$ cat src/rtl/lsu_align_if.sv
// Request, response and data-memory signal bundle for the load/store alignment unit.
interface lsu_align_if;
  logic        req_valid;
  logic        req_ready;
  logic        req_we;
  logic [2:0]  req_funct3;
  logic [31:0] req_addr;
  logic [31:0] req_wdata;
  logic        resp_valid;
  logic [31:0] resp_rdata;
  logic        resp_err;
  logic [31:0] mem_addr;
  logic [31:0] mem_wdata;
  logic [3:0]  mem_wmask;
  logic        mem_we;
  logic [31:0] mem_rdata;

  modport slave (
    input  req_valid, req_we, req_funct3, req_addr, req_wdata, mem_rdata,
    output req_ready, resp_valid, resp_rdata, resp_err,
           mem_addr, mem_wdata, mem_wmask, mem_we
  );

  modport master (
    output req_valid, req_we, req_funct3, req_addr, req_wdata, mem_rdata,
    input  req_ready, resp_valid, resp_rdata, resp_err,
           mem_addr, mem_wdata, mem_wmask, mem_we
  );
endinterface

$ cat src/rtl/lsu_align.sv
// RV32 load/store alignment unit: splits word-crossing accesses into two word
// accesses, builds byte write masks, and extends load data.
module lsu_align #(
  parameter int unsigned MEM_SIZE = 1024
) (
  input logic        clk,
  input logic        rst,
  lsu_align_if.slave bus
);
  localparam int unsigned AW = $clog2(MEM_SIZE);

  typedef enum logic [1:0] {IDLE, ACC0, ACC1, DONE} state_t;

  state_t          state, state_nx;
  logic            we_q;
  logic [2:0]      f3_q;
  logic [AW+1:0]   addr_q;
  logic [31:0]     wdata_q;
  logic [31:0]     r0_q, r1_q;
  logic            err_q;

  logic [1:0]      off;
  logic [2:0]      size;
  logic [3:0]      szmask;
  logic            split;
  logic [AW-1:0]   w0, w1;
  logic [63:0]     d;
  logic [7:0]      m;
  logic            illegal;

  function automatic logic [31:0] extract(input logic [63:0] cat, input logic [1:0] o,
                                          input logic [2:0] f3);
    logic [63:0] sh;
    sh = cat >> {o, 3'b000};
    case (f3)
      3'd0:    extract = {{24{sh[7]}}, sh[7:0]};
      3'd1:    extract = {{16{sh[15]}}, sh[15:0]};
      3'd4:    extract = {24'd0, sh[7:0]};
      3'd5:    extract = {16'd0, sh[15:0]};
      default: extract = sh[31:0];
    endcase
  endfunction

  always_comb begin
    off = addr_q[1:0];
    case (f3_q[1:0])
      2'd0:    begin size = 3'd1; szmask = 4'b0001; end
      2'd1:    begin size = 3'd2; szmask = 4'b0011; end
      default: begin size = 3'd4; szmask = 4'b1111; end
    endcase
    split = ({1'b0, off} + size) > 3'd4;
    w0    = addr_q[AW+1:2];
    w1    = w0 + AW'(1);
    d     = {32'd0, wdata_q} << {off, 3'b000};
    m     = {4'd0, szmask} << off;
  end

  assign illegal = bus.req_we ? (bus.req_funct3 > 3'd2)
                              : (bus.req_funct3 == 3'd3 || bus.req_funct3 > 3'd5);

  always_ff @(posedge clk) begin
    if (!rst) state <= IDLE;
    else      state <= state_nx;
  end

  always_comb begin
    state_nx       = state;
    bus.req_ready  = 1'b0;
    bus.resp_valid = 1'b0;
    bus.resp_rdata = '0;
    bus.resp_err   = 1'b0;
    bus.mem_addr   = '0;
    bus.mem_wdata  = '0;
    bus.mem_wmask  = '0;
    bus.mem_we     = 1'b0;
    case (state)
      IDLE: begin
        bus.req_ready = 1'b1;
        if (bus.req_valid) state_nx = illegal ? DONE : ACC0;
      end
      ACC0: begin
        bus.mem_addr = 32'(w0);
        if (we_q) begin
          bus.mem_wdata = d[31:0];
          bus.mem_wmask = m[3:0];
          bus.mem_we    = 1'b1;
        end
        state_nx = split ? ACC1 : DONE;
      end
      ACC1: begin
        bus.mem_addr = 32'(w1);
        if (we_q) begin
          bus.mem_wdata = d[63:32];
          bus.mem_wmask = m[7:4];
          bus.mem_we    = 1'b1;
        end
        state_nx = DONE;
      end
      DONE: begin
        bus.resp_valid = 1'b1;
        bus.resp_err   = err_q;
        // r0/r1 are cleared on accept, so stores and unsplit loads see zero upper bytes
        if (!we_q && !err_q) bus.resp_rdata = extract({r1_q, r0_q}, off, f3_q);
        state_nx = IDLE;
      end
      default: state_nx = IDLE;
    endcase
    // Keep memory quiet during reset so no write commits on a reset edge
    if (!rst) begin
      bus.req_ready  = 1'b0;
      bus.resp_valid = 1'b0;
      bus.mem_addr   = '0;
      bus.mem_wdata  = '0;
      bus.mem_wmask  = '0;
      bus.mem_we     = 1'b0;
    end
  end

  always_ff @(posedge clk) begin
    if (!rst) begin
      we_q    <= 1'b0;
      f3_q    <= '0;
      addr_q  <= '0;
      wdata_q <= '0;
      r0_q    <= '0;
      r1_q    <= '0;
      err_q   <= 1'b0;
    end else begin
      case (state)
        IDLE: if (bus.req_valid) begin
          we_q    <= bus.req_we;
          f3_q    <= bus.req_funct3;
          addr_q  <= bus.req_addr[AW+1:0];
          wdata_q <= bus.req_wdata;
          err_q   <= illegal;
          r0_q    <= '0;
          r1_q    <= '0;
        end
        ACC0: if (!we_q) r0_q <= bus.mem_rdata;
        ACC1: if (!we_q) r1_q <= bus.mem_rdata;
        default: ;
      endcase
    end
  end
endmodule

$ cat src/flat_wrapper.sv
// flat-port wrapper written by rule: the top's interface ports become plain ports
module lsu_align_flat 
#(
  parameter int unsigned MEM_SIZE = 1024
)
  (clk, rst, bus_req_valid, bus_req_we, bus_req_funct3, bus_req_addr, bus_req_wdata, bus_mem_rdata, bus_req_ready, bus_resp_valid, bus_resp_rdata, bus_resp_err, bus_mem_addr, bus_mem_wdata, bus_mem_wmask, bus_mem_we);
  lsu_align_if bus_i ();
  input logic clk;
  input logic rst;
  input wire logic [$bits(bus_i.req_valid)-1:0] bus_req_valid;
  input wire logic [$bits(bus_i.req_we)-1:0] bus_req_we;
  input wire logic [$bits(bus_i.req_funct3)-1:0] bus_req_funct3;
  input wire logic [$bits(bus_i.req_addr)-1:0] bus_req_addr;
  input wire logic [$bits(bus_i.req_wdata)-1:0] bus_req_wdata;
  input wire logic [$bits(bus_i.mem_rdata)-1:0] bus_mem_rdata;
  output wire logic [$bits(bus_i.req_ready)-1:0] bus_req_ready;
  output wire logic [$bits(bus_i.resp_valid)-1:0] bus_resp_valid;
  output wire logic [$bits(bus_i.resp_rdata)-1:0] bus_resp_rdata;
  output wire logic [$bits(bus_i.resp_err)-1:0] bus_resp_err;
  output wire logic [$bits(bus_i.mem_addr)-1:0] bus_mem_addr;
  output wire logic [$bits(bus_i.mem_wdata)-1:0] bus_mem_wdata;
  output wire logic [$bits(bus_i.mem_wmask)-1:0] bus_mem_wmask;
  output wire logic [$bits(bus_i.mem_we)-1:0] bus_mem_we;
  assign bus_i.req_valid = bus_req_valid;
  assign bus_i.req_we = bus_req_we;
  assign bus_i.req_funct3 = bus_req_funct3;
  assign bus_i.req_addr = bus_req_addr;
  assign bus_i.req_wdata = bus_req_wdata;
  assign bus_i.mem_rdata = bus_mem_rdata;
  assign bus_req_ready = bus_i.req_ready;
  assign bus_resp_valid = bus_i.resp_valid;
  assign bus_resp_rdata = bus_i.resp_rdata;
  assign bus_resp_err = bus_i.resp_err;
  assign bus_mem_addr = bus_i.mem_addr;
  assign bus_mem_wdata = bus_i.mem_wdata;
  assign bus_mem_wmask = bus_i.mem_wmask;
  assign bus_mem_we = bus_i.mem_we;
  lsu_align #(.MEM_SIZE(MEM_SIZE)) u_core (.clk(clk), .rst(rst), .bus(bus_i));
endmodule
$ cat config.mk
export PLATFORM = sky130hd
export DESIGN_NAME = lsu_align_flat
export DESIGN_NICKNAME = d
export VERILOG_FILES = /design/src/rtl/lsu_align_if.sv /design/src/rtl/lsu_align.sv /design/src/flat_wrapper.sv
export SDC_FILE = /design/constraint.sdc
export NUM_CORES = 1
export LEC_CHECK = 0
export ABC_AREA = 0
export CORE_MARGIN = 2
export CORE_UTILIZATION = 45
export DETAILED_ROUTE_END_ITERATION = 16
export GPL_ROUTABILITY_DRIVEN = 0
export PLACE_DENSITY = 0.84
export SLEW_MARGIN = 25
export SYNTH_ARGS = -nofsm -noshare
export SYNTH_HDL_FRONTEND = slang
export SYNTH_SLANG_ARGS = --single-unit
$ cat constraint.sdc
create_clock -name clk -period 3.5 [get_ports clk]
set_input_delay 0.7 -clock clk [delete_from_list [all_inputs] [get_ports clk]]
set_output_delay 0.7 -clock clk [all_outputs]
set_load 0.03 [all_outputs]
Word level (Yosys, flattened, before mapping):

Cells that the tools add are included.

* register bits after elaboration: 115
* bits in latches: 0
* memory bits (writable): 0
* memory bits (read-only): 0
* bits of input ports: 103
* output and inout port bits: 104
* logic and storage cells: 72
* memories: 0

* add/subtract/negate cells: 2
* multipliers: 0
* div/mod/pow operators: 0
* magnitude comparators: 3
* eq/ne operators: 11
* shifts and indexed selects: 3
* muxes and demuxes: 32
* bitwise operators: 0
* reduce and logical (&&, ||, !) cells: 13

Operators with widths (number)
* $mux 32: 7
* $pmux 32 s2: 3
* $pmux 32 s4: 1
* $shl 32x5->64: 1
* $shr 64x5->32: 1
* $pmux 10 s2: 1
* $pmux 4 s2: 2
* $mux 4: 3
* $add 10x1->10 const B: 1
* $mux 1: 10
* $mux 10: 1
* $pmux 2 s4: 1
* $shl 4x2->8: 1
* $eq 3x3->1 const B: 2
* $gt 3x3->1 const B: 2
* $ne 2x2->1 const B: 3
* $pmux 3 s2: 1
* $reduce_and 3->1: 2
* $eq 2x1->1 const B: 2
* $eq 2x2->1 const B: 2
* $logic_not 2->1: 2
* $mux 2: 2
* $reduce_bool 2->1: 2
* $add 2x3->3: 1
* other kinds (9): 10

Depth between registers and ports, before layout:

* depth in word-level cells: 6
* mapped depth: 10
* depth with buffers taken out: 9

Worst setup path before layout:

No wires, ideal clock.

* path type: register to output
* start: register u_core.state[1]
* end: output bus_mem_wmask[3]
* arrival: 2.214 ns
* required time: 2.800 ns
* path slack: 0.586 ns
* cell stages (with the launch flop): 8
* path buffers: 2
* cells stage by stage: dfxtp_1 inv_1 ha_1 clkbuf_1 and2_1 clkbuf_1 nand2_1 a211oi_1

* word-level cells in the longest chain between the ends: 3
* elaborated cells between the ends (all ways): 4
* classes of those cells: 2 x eq/ne; 2 x mux

Ends and longest elaborated chain
* from (decl): line lsu_align.sv:14 `state_t state, state_nx;`
* from (signal assigned): line lsu_align.sv:63 `else state <= state_nx;`
* $eq 2x2->1 or $eq 2x1->1 (tied branches): line lsu_align.sv:76 `case (state)`
* $pmux 4 s2 *: line lsu_align.sv:76
* $mux 4 *: line lsu_align.sv:109 `if (!rst) begin`
* to (decl): line flat_wrapper.sv:22 `output wire logic [$bits(bus_i.mem_wmask)-1:0] bus_mem_wmask;`

Mark *: on every way between the ends. The rest lies on a longest branch, timed or not.

Final worst setup path:

* start: register u_core.state[0]
* end: output bus_mem_addr[8]

* word-level cells in the longest chain between the ends: 3
* elaborated cells between the ends (all ways): 4
* classes of those cells: 2 x eq/ne; 2 x mux

Ends and longest elaborated chain
* $eq 2x2->1 or $eq 2x1->1 (tied branches): line lsu_align.sv:76
* $pmux 10 s2 *: line lsu_align.sv:76
* $mux 10 *: line lsu_align.sv:109
* to (decl): line flat_wrapper.sv:20 `output wire logic [$bits(bus_i.mem_addr)-1:0] bus_mem_addr;`

Marks and branches as above.

==> flow_metrics.env <==
export IMPL_floorplan_initialDensity_pct=45.8
export IMPL_grt_max_degree=114
export IMPL_clock_skew_ns=0.00652
export IMPL_place_area_um2=8470
export IMPL_hold_start="u_core.r1_q[19]"
export IMPL_h_tree_depth=3
export IMPL_syn_to_final_growth_pct=27.7
export IMPL_tightest_slew_ns=0.647
export IMPL_io_pins=207
export IMPL_via_per_inst=5.86
export IMPL_drive_gt1_share_pct=15.4
export IMPL_drc_errors=0
export IMPL_wl_per_cell_um=18.4
export IMPL_portBuffers=164
export IMPL_cp_end_kind="output pin"
export IMPL_report_power_total_mw=5.16
export IMPL_insertion_delay_ns=0.36
export IMPL_fp_dieW_um=128
export IMPL_synth_top_area_share_pct=30.9
export IMPL_hold_viol_final=0
export IMPL_rsz0062_at_grt="no"
export IMPL_synth_most_common_cell="nand2_1"
export IMPL_maxCapViolCount=0
export IMPL_path_max_fanout=6
export IMPL_numCtsBuffers=9
export IMPL_cp_num_buf_inv=2
export IMPL_crit_type="register to output pin"
export IMPL_cp_top_family="buffers and inverters"
export IMPL_finalCriticalPeriod_ns=3.36
export IMPL_setup_slack_ns=0.139
export IMPL_power_leakage_nw=2.99
export IMPL_clkSinkCount=107
export IMPL_synth_area_leader_cell="dfxtp_1"
export IMPL_crit_chain="inv_1 > ha_1 > and2_1 > nand2_1 > o21ai_0 > clkdlybuf4s50_1"
export IMPL_synth_async_reset_ratio_pct=0
export IMPL_routed_wl_um=21400
export IMPL_num_rows=45
export IMPL_grtUsageTotal_pct=25.8
export IMPL_yosysWarnings=0
export IMPL_final_area_um2=8850
export IMPL_hpwl_um=14500
export IMPL_slew_violations=0
export IMPL_clk_pin_slew_ns=0.07
export IMPL_crit_required_ns=2.80
export IMPL_vias=6799
export IMPL_crit_path_start="u_core.state[0]"
export IMPL_setup_viol=0
export IMPL_worstReg2RegStart="u_core.state[0]"
export IMPL_core_um2=15100
export IMPL_fmax_mhz=298
export IMPL_dp_slack_ns=0.388
export IMPL_relSlewSlack_pct=56.8
export IMPL_seq_area_frac_synth_pct=30.9
export IMPL_final_cells=1160
export IMPL_slowest_stage="clkdlybuf4s50_1"
export IMPL_peakVddDrop_mv=0.418
export IMPL_synth_seq_cells=107
export IMPL_cts_tree="built"
export IMPL_synth_edf_count=0
export IMPL_period_share_pct=96.0
export IMPL_pwr_density_cell_nw_per_um2=583
export IMPL_ctsLongestPathBuffers=2
export IMPL_status="completed"
export IMPL_setup_tns_ns=0
export IMPL_final_util_pct=58.4
export IMPL_min_path_type="register to register"
export IMPL_synth_top_flop_cell="dfxtp_1"
export IMPL_die_area_um2=16400
export IMPL_root_buffer="clkbuf_16"
export IMPL_arrival_ns=2.66
export IMPL_overflow=0
export IMPL_nets=1080
export IMPL_post_cts_buffers=0
export IMPL_avgSynthCellArea_um2=8.18
export IMPL_synth_area_leaders="dfxtp_1 31%, nand2_1 11%, a21boi_0 11%"
export IMPL_grt_pass1_wl_um=33300
export IMPL_dr_pass1_iters=5
export IMPL_synth_cell_type_count=46
export IMPL_grt_pass1_vias=6310
export IMPL_cp_slowest_stage_delay_ns=0.74
export IMPL_synth_top_cells_by_count="196 x nand2_1, 107 x dfxtp_1, 97 x a21boi_0"
export IMPL_diodes=0
export IMPL_syn_area_um2=6930
export IMPL_ant_nets=0
export IMPL_whs_ns=0.467
export IMPL_start_kind="register"
export IMPL_synthCells=847
export IMPL_antenna_found_initial=0
export IMPL_placedCellCount=1145
export IMPL_die_h_um=128
export IMPL_drtIter0Drc=734
==> cells by family (layout without fill, tap and decap cells) <==
family / count (synthesis) / in the layout / synth area share [%]
other: 1 / 22 / 0.0541
and+or+nand+nor: 341 / 341 / 20.9
adders and majority gates: 9 / 9 / 1.73
DFF: 107 / 107 / 30.9
muxes: 70 / 70 / 16.0
AOI/OAI and AO/OA: 207 / 207 / 22.0
xor gates and xnor gates: 3 / 3 / 0.379
buffers and inverters: 109 / 213 / 7.93
==> timing repair <==
action / CTS / global route
resized for setup: 1 / 0
hold buffers: 0 / 0
setup endpoints to repair: 1 / 0
==> path summary, 6_finish.rpt <==
check / endpoint / slack, ns / cells past startpoint
worst min-delay path: u_core.r1_q[19] / 0.47 / 2
worst max-delay path: bus_mem_addr[8] / 0.14 / 6
worst max register to register: u_core.r1_q[17] / 0.71 / 8
worst min register to register: u_core.r1_q[19] / 0.47 / 2
==> where the power goes <==
group          total, mW  switching [mW]  leakage [nW]  internal [mW]
Sequential          1.66           0.234         0.872           1.43
Clock               1.31           0.473         0.183          0.841
Combinational       2.19            1.43          1.93          0.753
==> worst reg2reg max path: stages, from the launching register on <==
cell and delay [ns]:
dfxtp_1 0.38, inv_1 0.12, ha_1 0.25, buf_4 0.25, nand2_1 0.43, o211a_1 0.66
buf_4 0.29, nand3_1 0.10, a21boi_0 0.21
==> sequential cells by signal, summed over array words and instances, names as in the netlist <==
register	cells
u_core.f3_q	3
u_core.r1_q	24
u_core.r0_q	32
u_core.wdata_q	32
u_core.state	2
u_core.we_q	1
u_core.addr_q	12
u_core.err_q	1
==> layer usage <==
layer  share of wire [%]  global-route usage [%]  up-vias
met2                  49                    44.7      396
met3                 8.3                    5.43       46
li1                    -                       -     3155
met5                   0                       0        -
met4                 2.7                    8.14        0
met1                  40                    32.1     3202
==> layout make-up <==
class | instances | area [µm²]
Clock buffer | 10 | 229
Clock inverter | 5 | 150
Fill cell | 1308 | 6290
Inverter | 9 | 33.8
Multi-Input combinational cell | 652 | 4330
Sequential cell | 107 | 2150
Tap cell | 188 | 235
Timing Repair Buffer | 189 | 1730
==> layout by cell type, fill, tap and decap left out, drive strengths merged, types with 6 or more instances in the layout <==
| master | n |
|---|---|
| dfxtp | 107 |
| mux4 | 32 |
| nand3 | 63 |
| mux2i | 29 |
| conb | 22 |
| a2bb2oi | 8 |
| a211oi | 9 |
| nand2 | 196 |
| o2bb2ai | 8 |
| inv | 9 |
| clkdlybuf4s50 | 114 |
| clkbuf | 10 |
| o22a | 9 |
| buf | 75 |
| and3 | 8 |
| a21oi | 32 |
| a22oi | 17 |
| ha | 8 |
| a21boi | 105 |
| nor2 | 49 |
| and2 | 6 |
| mux2 | 9 |
| o21ai | 9 |
(Power assumes the default switching activity.)
